==> config.mk <==
export PLATFORM = sky130hd
export DESIGN_NAME = verlet_step_sequencer
export DESIGN_NICKNAME = d
export VERILOG_FILES = /design/src/rtl/verlet_step_sequencer.sv
export SDC_FILE = /design/constraint.sdc
export NUM_CORES = 1
export LEC_CHECK = 0
export CAP_MARGIN = 5
export CORE_MARGIN = 2
export CORE_UTILIZATION = 51
export CTS_CLUSTER_DIAMETER = 40
export DETAILED_ROUTE_END_ITERATION = 7
export PLACE_DENSITY = 0.76
export SYNTH_ARGS = -nofsm -noshare
export SYNTH_HDL_FRONTEND = slang
export SYNTH_SLANG_ARGS = --single-unit
==> constraint.sdc <==
create_clock -name clk -period 11.8 [get_ports clk]
set_clock_uncertainty 0.15 [all_clocks]
set_input_delay 2.36 -clock clk [delete_from_list [all_inputs] [get_ports clk]]
set_output_delay 2.36 -clock clk [all_outputs]
set_load 0.01 [all_outputs]
==> src/rtl/verlet_step_sequencer.sv <==
// rtl/verlet_step_sequencer.sv - sequences one Verlet integrate step plus chain-length constraint passes
// Every output is registered; x/y positions arrive through an external mux steered by node_sel.
module verlet_step_sequencer #(
  parameter int          N_NODES  = 8,
  parameter int          ITERS    = 2,
  parameter logic [31:0] MAX_D    = 32'h00014000,
  parameter logic [31:0] ANCHOR_X = 32'h00190000,
  parameter logic [31:0] ANCHOR_Y = 32'h00000000
) (
  input  logic               clk,
  input  logic               reset,
  input  logic               start,
  input  logic [N_NODES-1:0] node_finish,
  input  logic [31:0]        node_x_in,
  input  logic [31:0]        node_y_in,
  output logic               verlet_state,
  output logic [N_NODES-1:0] fix_constraint_state,
  output logic [31:0]        x_fix,
  output logic [31:0]        y_fix,
  output logic [7:0]         node_sel,
  output logic               busy,
  output logic               step_done
);

  localparam logic [2:0] IDLE   = 3'd0;
  localparam logic [2:0] VERLET = 3'd1;
  localparam logic [2:0] WAIT_V = 3'd2;
  localparam logic [2:0] FIX_RD = 3'd3;
  localparam logic [2:0] FIX_WR = 3'd4;
  localparam logic [2:0] DONE   = 3'd5;

  localparam logic [7:0] LAST_IDX  = 8'(N_NODES - 1);
  localparam logic [3:0] LAST_ITER = 4'(ITERS - 1);

  logic [2:0]  state;
  logic [7:0]  idx;
  logic [3:0]  iter;
  logic [31:0] prev_x;
  logic [31:0] prev_y;
  logic [31:0] corr_x;
  logic [31:0] corr_y;

  // The difference wraps modulo 2^32 and is then read as signed; a gap of exactly MAX_D is legal.
  function automatic logic [31:0] limit_axis(input logic [31:0] pos, input logic [31:0] prev);
    logic signed [31:0] d;
    d = $signed(pos - prev);
    if (d > $signed(MAX_D)) begin
      return prev + MAX_D;
    end else if (d < -$signed(MAX_D)) begin
      return prev - MAX_D;
    end
    return pos;
  endfunction

  assign corr_x = (idx == 8'd0) ? ANCHOR_X : limit_axis(node_x_in, prev_x);
  assign corr_y = (idx == 8'd0) ? ANCHOR_Y : limit_axis(node_y_in, prev_y);

  always_ff @(posedge clk) begin
    if (reset) begin
      state                <= IDLE;
      verlet_state         <= 1'b0;
      fix_constraint_state <= '0;
      x_fix                <= 32'd0;
      y_fix                <= 32'd0;
      node_sel             <= 8'd0;
      busy                 <= 1'b0;
      step_done            <= 1'b0;
      idx                  <= 8'd0;
      iter                 <= 4'd0;
      prev_x               <= 32'd0;
      prev_y               <= 32'd0;
    end else begin
      verlet_state         <= 1'b0;
      step_done            <= 1'b0;
      fix_constraint_state <= '0;
      case (state)
        IDLE: begin
          if (start) begin
            state        <= VERLET;
            verlet_state <= 1'b1;
            busy         <= 1'b1;
          end
        end
        VERLET: state <= WAIT_V;
        WAIT_V: begin
          if (&node_finish) begin
            state    <= FIX_RD;
            idx      <= 8'd0;
            iter     <= 4'd0;
            node_sel <= 8'd0;
          end
        end
        FIX_RD: begin
          x_fix                <= corr_x;
          y_fix                <= corr_y;
          prev_x               <= corr_x;
          prev_y               <= corr_y;
          fix_constraint_state <= N_NODES'(1) << idx;
          state                <= FIX_WR;
        end
        FIX_WR: begin
          if (idx == LAST_IDX) begin
            idx <= 8'd0;
            if (iter < LAST_ITER) begin
              iter     <= iter + 4'd1;
              node_sel <= 8'd0;
              state    <= FIX_RD;
            end else begin
              // step_done rises with busy falling, so the DONE cycle itself is not busy
              state     <= DONE;
              step_done <= 1'b1;
              busy      <= 1'b0;
            end
          end else begin
            idx      <= idx + 8'd1;
            node_sel <= idx + 8'd1;
            state    <= FIX_RD;
          end
        end
        DONE:    state <= IDLE;
        default: state <= IDLE;
      endcase
    end
  end

endmodule
-- After elaboration in Yosys (flattened, before gate mapping)
Index checks and enable logic that the tools add are counted.
- register bits after elaboration: 98
- latch bits: 0
- bits in writable memories: 0
- bits in read-only memories: 0
- input bits: 75
- output and inout port bits: 83
- word-level logic and storage cells: 85
- memories kept: 0
- $add $sub $neg: 8
- $mul: 0
- divide/modulo/power cells: 0
- magnitude comparators: 5
- eq/ne operators: 11
- shifts and indexed selects: 1
- mux-type cells: 33
- bitwise logic cells: 4
- reduce and logical (&&, ||, !) cells: 13
- operator list (cell ; count):
    32-bit two-way mux ; 8
    32-bit by 17-bit adder with 32-bit output, second input constant ; 2
    32-bit by 18-bit greater-than comparator with 1-bit output, second input constant ; 2
    32-bit by 18-bit < comparator with 1-bit output, second input constant ; 2
    32-bit by 17-bit subtractor with 32-bit output, second input constant ; 2
    32-bit subtractor ; 2
    8-bit two-way mux ; 4
    8-bit one-hot mux with 2 select lines ; 2
    3-bit one-hot mux with 5 select lines ; 1
    3-bit two-way mux ; 4
    4-bit two-way mux ; 3
    2-bit != test, second input constant ; 5
    1-bit two-way mux ; 9
    8-bit by 1-bit adder with 8-bit output, second input constant ; 1
    8-bit by 3-bit equality test with 1-bit output, second input constant ; 1
    8-bit logical NOT ; 1
    4-bit one-hot mux with 2 select lines ; 1
    4-bit AND reduction ; 2
    8-bit AND reduction ; 1
    1-bit by 8-bit << shifter with 8-bit output, first input constant ; 1
    3-bit by 2-bit equality test with 1-bit output, second input constant ; 2
    4-bit by 1-bit adder with 4-bit output, second input constant ; 1
    4-bit by 1-bit < comparator with 1-bit output, second input constant ; 1
    1-bit NOT ; 4
    other kinds (10) ; 13

-- Logic depth before layout (Yosys ltp)
- word-level depth: 6
- depth in mapped cells: 27
- mapped depth without buffers: 27

-- Worst setup path after synthesis
OpenSTA, ideal clock, no wires.
- path kind: input-to-reg
- start: in node_x_in[0]
- end: reg prev_x[30]
- setup time: 79 ps
- data arrival time: 7849 ps
- data required time: 11571 ps
- slack: 3722 ps
- stages: 27
- path buffers: 0
- cell sequence: inv_1 -> ha_1 -> inv_1 -> fa_1 -> a21o_1 -> a221oi_2 -> a221oi_1 -> a21oi_2 -> o21a_1 -> o311ai_0 -> or3_1 -> nor4_1 -> and2_1 -> nand2b_1 -> inv_1 -> ha_1 -> nor2b_1 -> o21ai_0 -> a21oi_1 -> o21ai_0 -> a21oi_1 -> a2111oi_0 -> o311ai_0 -> a21oi_1 -> xnor2_1 -> nand4_1 -> o211ai_1
- cells in the longest elaborated chain, start to end: 6
- elaborated cells between the ends (all ways): 8
- classes of those cells: add/sub: 1; order compare: 2; mux: 5
- RTL lines (element ; RTL line ; RTL):
    start, declared ; 14 ; input logic [31:0] node_x_in,
    32-bit subtractor * ; 46 ; d = $signed(pos - prev);
    32-bit by 18-bit < comparator with 1-bit output ; 49 ; end else if (d < -$signed(MAX_D)) begin
    1-bit two-way mux ; 49 ;
    1-bit two-way mux ; 47 ; if (d > $signed(MAX_D)) begin
    32-bit two-way mux * ; 52 ; return pos;
    32-bit two-way mux * ; 55 ; assign corr_x = (idx == 8'd0) ? ANCHOR_X : limit_axis(node_x_in, prev_x);
    end signal, assigned ; 96 ; prev_x <= corr_x;
    end, declared ; 38 ; logic [31:0] prev_x;
Every way passes the cells marked *; elsewhere a longest branch is shown, timed or not.
A chain may end at the register's enable or synchronous reset.

-- Final worst setup path
Same ends and word-level chain as after synthesis.

==> reports/metrics.yaml <==
finish:
  nets: 1697
  fill_cells: 1818
  regArea_sq_mm: 0.00196
  synthToLayoutAreaGrowth_pct: 19.9
  drive_above_1_share: 0.0348
  multi_input_area_sq_mm: 0.00756
  final_area_sq_mm: 0.0122
  diodes: 0
detailed_routing:
  route.vias.total: 11052
  drcViolationCount: 0
  antenna_left: 0
  route.met2.wl_um: 14000
  wl_per_cell_um: 16.8
  met3_length_um: 1560
  viasPerCell: 6.17
  wl_um: 30000
  drt_iter0_markers: 870
  dr.pass1.iters: 5
  maxUsedRoutingLayer: "met4"
  wl_met1_um: 14100
critical_path:
  start_kind: "input port"
  crit_path_end: "prev_x[30]$_SDFFE_PP0P_"
  r2r-start: "prev_x[0]$_SDFFE_PP0P_"
  startpoint: "node_x_in[0]"
  endpoint_kind: "flop"
  cp.arrival_ns: 9.53
  rr_endpoint: "prev_x[30]$_SDFFE_PP0P_"
  r2r_slack_ns: 4.48
  reg2reg_depth: 26
  crit_type: "input port to flop"
  required_ns: 11.94
  crit_fanout: 16
timing:
  worstMarginPinSlew_ns: 0.918
  fin_crit_sh: 0.796
  drv_slew: 0
  max_freq_mhz: 107
  setup_tns_ns: 0
  hold_viol: 0
  setup_viol: 0
  hold_ws_ns: 0.313
  grt_setup_unrepaired: "false"
  layout_min_cycle_time_ns: 9.39
  maxSlewHeadroom: 0.388
placed_design:
  dp_hpwl_um: 22300
  dpl_cell_area_sq_mm: 0.0119
  place_congestion: 0.958
  io_buffer_count: 157
synthesis:
  ys_seq_elements: 98
  synth.net_count: 1587
  ys_warn_count: 0
  yosysSeqAreaShare: 0.193
  synth-edff-count: 0
  syn_area_per_cell_sq_um: 7.21
  ys.flop_type: "dfxtp_1"
  synth_area_sq_mm: 0.0102
  synth_cells: 1410
  async_reset_ff_frac: 0
  synth_cell_types: 76
clock_tree:
  hold_buffers: 0
  cts-htree-levels: 3
  ctsLongestPathBuffers: 2
  clk_latency_ns: 0.36
  cts_resized: 0
  cts_setup_buffers: 0
  cts_tree: "yes"
  clockRootBuffer: "clkbuf_16"
  clk_pin_slew_ns: 0.08
  cts_made_buffers: 9
  cts.sinks: 98
hold_path:
  holdPathStages: 2
  hold_path.class: "flop to flop"
die:
  die_h_um: 145
  design.core.area_sq_mm: 0.0195
  io_pins: 158
  placementRows: 51
  initial_core_util: 0.521
  die_w_um: 145
  fp.dieArea_sq_mm: 0.0211
grt:
  grt_max_degree: 89
  grt-ovfl-total: 0
  grt_pass1_vias: 9944
  grt_use_total: 0.278
  grt_pass1_wl_um: 49600
  antenna_found_initial: 0
pwr:
  power_density_mw_per_mm2: 74.2
  peakVddDrop_mv: 0.0649
  p_leak_uw: 0.00429
status:
  status: "completed"
run:
  max_cap_violations: 0
[where the power goes]
part	internal (uW)	leakage, uW	switching, uW	total, uW
Combinational	108	0.00335	144	252
Sequential	333	0.000790	2.90	336
Clock	152	0.000150	165	316
Total	593	0.00429	312	904
[worst min-delay path by stage]
| stage | to | slack, ns | startpoint |
|---|---|---|---|
| final | node_sel[1]$_SDFFE_PP0P_ | 0.31 | node_sel[1]$_SDFFE_PP0P_ |
| after floorplan | iter[3]$_SDFFE_PP0P_ | 0.29 | iter[3]$_SDFFE_PP0P_ |
| after global placement | node_sel[1]$_SDFFE_PP0P_ | 0.30 | node_sel[1]$_SDFFE_PP0P_ |
| after CTS | node_sel[6]$_SDFFE_PP0P_ | 0.31 | node_sel[6]$_SDFFE_PP0P_ |
| after global routing | node_sel[1]$_SDFFE_PP0P_ | 0.35 | node_sel[1]$_SDFFE_PP0P_ |
| after detailed placement | node_sel[6]$_SDFFE_PP0P_ | 0.30 | node_sel[6]$_SDFFE_PP0P_ |
[sequential cells by signal, summed over array words and instances (netlist names)]
| name | flops |
|---|---|
| fix_constraint_state | 8 |
| state | 3 |
| node_sel | 8 |
| prev_x | 32 |
| prev_y | 32 |
| iter | 4 |
| step_done | 1 |
| busy | 1 |
| verlet_state | 1 |
| idx | 8 |
[stage by stage]
| step | power [uW] | worst slack [ns] | cells | utilization |
|---|---|---|---|---|
| final | 904 | 2.41 | 1790 | 0.624 |
| after global routing | 951 | 1.60 | 1790 | 0.624 |
| after CTS | 908 | 2.48 | 1790 | 0.624 |
| after detailed placement | 589 | 2.14 | 1774 | 0.608 |
| after global placement | 587 | 2.30 | 1774 | 0.608 |
| after floorplan | 515 | 3.72 | 1410 | - |
[cells by family (layout without fill, tap and decap cells)]
| family | after synthesis | after routing | share of synthesized area |
|---|---|---|---|
| multiplexers | 4 | 4 | 0.00394 |
| XOR/XNOR | 52 | 52 | 0.0448 |
| AO/OA/AOI/OAI | 428 | 428 | 0.296 |
| flip-flops | 98 | 98 | 0.193 |
| buffers and inverters | 171 | 286 | 0.0662 |
| AND/OR/NAND/NOR | 555 | 555 | 0.267 |
| adder cells (fa/ha/maj) | 102 | 102 | 0.129 |
[cells in the mapped netlist (all sizes together), types with 25 or more instances]
cell type / instances / share of area
a21oi: 99 / 0.049
nor2: 105 / 0.039
o211ai: 58 / 0.043
clkbuf: 55 / 0.021
o21ai: 48 / 0.024
nand2: 157 / 0.058
nand3: 45 / 0.022
xnor2: 35 / 0.030
ha: 98 / 0.12
nor3: 67 / 0.033
nand4: 52 / 0.032
dfxtp: 98 / 0.19
inv: 102 / 0.038
a21o: 25 / 0.018
[layout by cell type, fill, tap and decap left out, types with 23 or more instances in the layout]
master	count
a21o_1	25
ha_1	98
dfxtp_1	98
xnor2_1	35
a21oi_1	98
o31ai_1	23
nor3_1	66
o21ai_0	46
and3_1	23
nand2_1	157
clkdlybuf4s50_1	156
nor2_1	101
nand4_1	52
inv_1	102
o211ai_1	58
nand3_1	45
[critical path: stages]
cell	delay, ns
clkdlybuf4s50_1	0.45
inv_1	0.07
ha_1	0.17
inv_1	0.06
fa_1	0.40
a21o_1	0.24
a221oi_2	0.36
a221oi_1	0.19
a21oi_2	0.45
o21a_1	0.19
o311ai_0	0.15
or3_1	0.36
nor4_1	0.32
and2_1	0.18
nand2b_1	0.60
inv_1	0.18
ha_1	0.37
nor2b_1	0.15
o21ai_0	0.21
a21oi_1	0.11
o21ai_0	0.21
a21oi_1	0.15
a2111oi_0	0.74
o311ai_0	0.26
a21oi_1	0.22
xnor2_1	0.13
nand4_1	0.11
o211ai_1	0.13
[routing by layer]
| metal | vias up | track usage |
|---|---|---|
| met3 | 25 | 0.0314 |
| met1 | 5182 | 0.385 |
| met5 | - | 0 |
| met4 | 0 | 0.0618 |
| li1 | 5498 | - |
| met2 | 347 | 0.465 |
[layout make-up]
| type | count | share of cell area |
|---|---|---|
| multi-input cells | 1141 | 0.620 |
| flip-flops and latches | 98 | 0.161 |
| repair buffers | 167 | 0.135 |
| inverters | 103 | 0.0317 |
| well taps | 265 | 0.0272 |
| clock buffers | 9 | 0.0185 |
| clock inverters | 7 | 0.00667 |
(Power assumes the default switching activity.)
==> variant 1, RTL diff (same settings) <==
Change the parameter `N_NODES` from 8 to 16.
--- a/src/rtl/verlet_step_sequencer.sv
+++ b/src/rtl/verlet_step_sequencer.sv
@@ -1,7 +1,7 @@
 // rtl/verlet_step_sequencer.sv - sequences one Verlet integrate step plus chain-length constraint passes
 // Every output is registered; x/y positions arrive through an external mux steered by node_sel.
 module verlet_step_sequencer #(
-  parameter int          N_NODES  = 8,
+  parameter int          N_NODES  = 16,
   parameter int          ITERS    = 2,
   parameter logic [31:0] MAX_D    = 32'h00014000,
   parameter logic [31:0] ANCHOR_X = 32'h00190000,
Ports: changed (resized fix_constraint_state and node_finish); port bits go from 158 to 174. The function was not compared with the original's and may differ.
==> variant 1 against the original RTL <==
Register-to-register slack improved by 0.35 ns; sequential share of layout area increased by 0.55 points; critical path depth increased by 1; wire length increased by 5.3%; first-iteration DRC count decreased by 19%; die area increased by 3.7%; setup slack improved by 0.33 ns; largest power group unchanged; critical endpoint is now prev_y[31]$_SDFFE_PP0P_; final area increased by 4.6%; synthesized area increased by 3.8%; power increased by 6.2%; cell count increased by 3.5%; highest routed layer unchanged; sequential cell count increased by 8.
==> variant 1: results (changes against the original RTL) <==
Layout
  • NonClk Buf Share: 14.14% (was 13.47%)
  • Sequential cell area share: 16.65% (was 16.10%)
  • FF+latch area: 2122 µm² (was 1962 µm²)
  • Inverters: 113 (was 103)
  • Largest regs: prev_x (32), prev_y (32), fix_constraint_state (16) (was prev_x (32), prev_y (32))
  • Multi-input gate count: 1,164 (was 1,141)
  • Layout cell share with drive strength beyond 1: 3.666% (was 3.475%)
  • Final core utilization: 62.78% (was 62.42%)

Critical path
  • Crit path largest cell delay: 0.57 ns (was 0.74 ns)
  • CP startpoint: node_y_in[0] (was node_x_in[0])
  • R2R Path Start: prev_y[0]$_SDFFE_PP0P_ (was prev_x[0]$_SDFFE_PP0P_)
  • Critical Path AT: 9.14 ns (was 9.53 ns)

Routing
  • Wl on met1: 14,510 µm (was 14,090 µm)
  • Detailed-route wire length: 31,620 µm (was 30,020 µm)
  • Vias: 11,150 (was 11,050)
  • WL met3: 1955 µm (was 1556 µm)
  • Drt pass-1 iters: 6 (was 5)
  • DRT iter0 DRCs: 708 (was 870)
  • DR WL/cell: 17.07 µm (was 16.77 µm)

Power
  • Comb power: 271 µW (was 252 µW)
  • Int Power: 628.6 µW (was 592.5 µW)
  • Clk. pwr: 327 µW (was 316 µW)

Yosys
  • Seq cells post-synth: 106 (was 98)
  • Compound-cell area share of the yosys netlist: 25.47% (was 29.63%)
  • Yosys cell types: 86 (was 76)
  • Synth Area in Adders: 12.38% (was 12.85%)
  • Sequential element share of the synthesized area: 20.11% (was 19.30%)
  • Synth area leaders: dfxtp_1 (20%), ha_1 (12%), nand2_1 (5.8%), a21oi_1 (4.6%), nor2_1 (4.2%) (was dfxtp_1 (19%), ha_1 (12%), nand2_1 (5.8%), a21oi_1 (4.8%), o211ai_1 (4.3%))
  • Syn nets: 1,626 (was 1,587)
  • Gate Count Post-Synth: 1,441 (was 1,410)
  • Post-synth top cells: nand2_1 (163), nor2_1 (119), inv_1 (113) (was nand2_1 (157), nor2_1 (105), inv_1 (102))

Placement
  • DP HPWL: 24,310 µm (was 22,280 µm)
  • Dpl ws: 2.393 ns (was 2.141 ns)
  • Placed Instance Area: 12,430 µm² (was 11,880 µm²)
  • Port Buffers: 173 (was 157)

STA
  • Worst slew pin tran: 0.8573 ns (was 0.9180 ns)

Global route
  • Met1 Resource Use GR: 37.97% (was 38.46%)
  • Met3 Resource Use GR: 4.321% (was 3.145%)
  • Routing usage on met2: 47.00% (was 46.55%)
  • First-pass GRT wire length: 51,360 µm (was 49,640 µm)
  • Vias in the first global route: 10,360 (was 9,944)

Clock tree
  • Later-pin clock latency in the skew report: 0.38 ns (was 0.36 ns)

Run status
  • Outcome: complete, no violations (unchanged)
variant 1: cell count changes after synthesis, moves of 11 or more:
cell / before / now
o41a_1: 13 / 0
o211ai_1: 58 / 44
inv_1: 102 / 113
o311ai_1: 1 / 14
clkbuf_1: 53 / 34
o21ai_1: 2 / 14
nand3b_1: 0 / 22
nand4_1: 52 / 37
nor3_1: 67 / 48
o31ai_1: 23 / 6
nand3_1: 45 / 74
nor2_1: 105 / 119
mux2i_1: 4 / 23
variant 1: final timing paths:
kind | slack, ns | cells after the start | endpoint
worst min-delay path | 0.31 | 2 | node_sel[1]$_SDFFE_PP0P_
worst max register to register | 4.83 | 27 | prev_y[31]$_SDFFE_PP0P_
worst max-delay path | 2.74 | 29 | prev_y[31]$_SDFFE_PP0P_
worst min register to register | 0.31 | 2 | node_sel[1]$_SDFFE_PP0P_
==> variant 2, RTL diff (config.mk and constraints unchanged) <==
Made on the original files. Register the inputs `start`, `node_finish`, `node_x_in` and `node_y_in` before use. The logic sees them one clock later.
--- a/src/rtl/verlet_step_sequencer.sv
+++ b/src/rtl/verlet_step_sequencer.sv
@@ -32,6 +32,18 @@
   localparam logic [7:0] LAST_IDX  = 8'(N_NODES - 1);
   localparam logic [3:0] LAST_ITER = 4'(ITERS - 1);
 
+  logic start_q;
+  logic [N_NODES-1:0] node_finish_q;
+  logic [31:0] node_x_q;
+  logic [31:0] node_y_q;
+
+  always_ff @(posedge clk) begin
+    start_q       <= start;
+    node_finish_q <= node_finish;
+    node_x_q      <= node_x_in;
+    node_y_q      <= node_y_in;
+  end
+
   logic [2:0]  state;
   logic [7:0]  idx;
   logic [3:0]  iter;
@@ -52,8 +64,8 @@
     return pos;
   endfunction
 
-  assign corr_x = (idx == 8'd0) ? ANCHOR_X : limit_axis(node_x_in, prev_x);
-  assign corr_y = (idx == 8'd0) ? ANCHOR_Y : limit_axis(node_y_in, prev_y);
+  assign corr_x = (idx == 8'd0) ? ANCHOR_X : limit_axis(node_x_q, prev_x);
+  assign corr_y = (idx == 8'd0) ? ANCHOR_Y : limit_axis(node_y_q, prev_y);
 
   always_ff @(posedge clk) begin
     if (reset) begin
@@ -75,7 +87,7 @@
       fix_constraint_state <= '0;
       case (state)
         IDLE: begin
-          if (start) begin
+          if (start_q) begin
             state        <= VERLET;
             verlet_state <= 1'b1;
             busy         <= 1'b1;
@@ -83,7 +95,7 @@
         end
         VERLET: state <= WAIT_V;
         WAIT_V: begin
-          if (&node_finish) begin
+          if (&node_finish_q) begin
             state    <= FIX_RD;
             idx      <= 8'd0;
             iter     <= 4'd0;
Function: changed (Yosys sat finds a counterexample within 4 cycles, from zero or initial values and one cycle with reset high).
==> variant 2 against the original RTL <==
Clock power is 89% higher; wire length is 3.5% higher; setup slack better by 2.0 ns; count of clock-buffer cells in the layout is 10 higher; synthesized cell count down 1.3%; power grew 65%; critical path depth shrank 4; synthesized area is 13% higher; sequential cell count is 73 higher; final area is 14% higher.
==> variant 2: results (changes against the original RTL) <==
Placement
  • Gpl congestion: 0.9222 (was 0.9580)
  • DP HPWL: 23,370 µm (was 22,280 µm)

Critical path
  • Crit path largest cell delay: 0.59 ns (was 0.74 ns)

STA
  • Worst slew pin tran: 1.228 ns (was 0.9180 ns)

Yosys
  • Post-synth top cells: dfxtp_1 (171), nor2_1 (105), nand2_1 (100) (was nand2_1 (157), nor2_1 (105), inv_1 (102))
  • Synth Area in Adders: 11.38% (was 12.85%)
  • Seq cells post-synth: 171 (was 98)
  • Compound-cell area share of the yosys netlist: 25.48% (was 29.63%)
  • Synth area leaders: dfxtp_1 (30%), ha_1 (11%), a21oi_1 (4.0%), nor2_1 (3.4%), nand2_1 (3.3%) (was dfxtp_1 (19%), ha_1 (12%), nand2_1 (5.8%), a21oi_1 (4.8%), o211ai_1 (4.3%))
  • Sequential element share of the synthesized area: 29.83% (was 19.30%)

Routing
  • Wl on met1: 14,600 µm (was 14,090 µm)
  • Met2 Wirelength: 14,110 µm (was 13,950 µm)
  • Drt pass-1 iters: 6 (was 5)
  • Vias: 10,760 (was 11,050)
  • Detailed-route wire length: 31,050 µm (was 30,020 µm)
  • Via density: 5.912 (was 6.174)
  • WL met3: 1637 µm (was 1556 µm)

Global route
  • Met3 Resource Use GR: 4.425% (was 3.145%)
  • Met1 Resource Use GR: 35.14% (was 38.46%)
  • Vias in the first global route: 10,210 (was 9,944)
  • Gr usage total: 26.18% (was 27.78%)
  • Largest net degree at the start of global routing: 34 (was 89)
  • First-pass GRT wire length: 50,820 µm (was 49,640 µm)

Clock tree
  • H-Tree Depth: 4 (was 3)
  • Later-pin clock latency in the skew report: 0.44 ns (was 0.36 ns)

Layout
  • Layout clock area frac: 4.489% (was 2.515%)
  • NonClk Buf Share: 11.70% (was 13.47%)
  • Layout cell share with drive strength beyond 1: 5.325% (was 3.475%)
  • Sequential cell area share: 24.66% (was 16.10%)
  • Inverters: 100 (was 103)
  • Fill count: 1,901 (was 1,818)
  • Area of the multi-input gates: 7485 µm² (was 7560 µm²)
  • Multi-input gate count: 1,073 (was 1,141)

Power
  • P_sw: 445.1 µW (was 311.7 µW)
  • Worst VDD drop: 0.08144 mV (was 0.06493 mV)
  • Leak: 0.005304 µW (was 0.004286 µW)

Run status
  • Outcome: complete, no violations (unchanged)
[variant 2: metrics by stage]
| stage | setup WS, ns | util, % | area (µm²) | total power (µW) | cells |
|---|---|---|---|---|---|
| 5_1_grt | 3.851 | 63.21 | 13880 | 1557 | 1820 |
| 4_1_cts | 4.457 | 63.21 | 13880 | 1494 | 1820 |
| 2_1_floorplan | 4.742 | - | 11470 | 819.2 | 1391 |
| 3_3_place_gp | 4.765 | 60.38 | 13260 | 897.9 | 1788 |
| 3_5_place_dp | 4.552 | 60.38 | 13260 | 902.0 | 1788 |
| 6_report | 4.458 | 63.21 | 13880 | 1492 | 1820 |
[variant 2: worst paths after layout]
check	depth (start not counted)	slack, ns	endpoint	startpoint
max	24	4.46	prev_y[31]$_SDFFE_PP0P_	prev_y[19]$_SDFFE_PP0P_
min	2	0.31	node_sel[6]$_SDFFE_PP0P_	node_sel[6]$_SDFFE_PP0P_
max reg2reg	24	4.46	prev_y[31]$_SDFFE_PP0P_	prev_y[19]$_SDFFE_PP0P_
min reg2reg	2	0.31	node_sel[6]$_SDFFE_PP0P_	node_sel[6]$_SDFFE_PP0P_
[variant 2: logic make-up (layout without fill, tap and decap cells)]
| group | Yosys count | after routing |
|---|---|---|
| AO/OA/AOI/OAI | 418 | 418 |
| AND/OR/NAND/NOR | 452 | 452 |
| buffers and inverters | 147 | 296 |
| flip-flops | 171 | 171 |
| adder cells (fa/ha/maj) | 102 | 102 |
| XOR/XNOR | 64 | 64 |
| multiplexers | 37 | 37 |
[variant 2: power by group through the flow]
stage          Clock, µW  Combinational [µW]  Sequential (µW)
6_report             597                 289              606
5_1_grt              631                 319              608
4_1_cts              602                 286              606
3_5_place_dp           0                 283              619
3_3_place_gp           0                 279              619
2_1_floorplan          0                 206              613
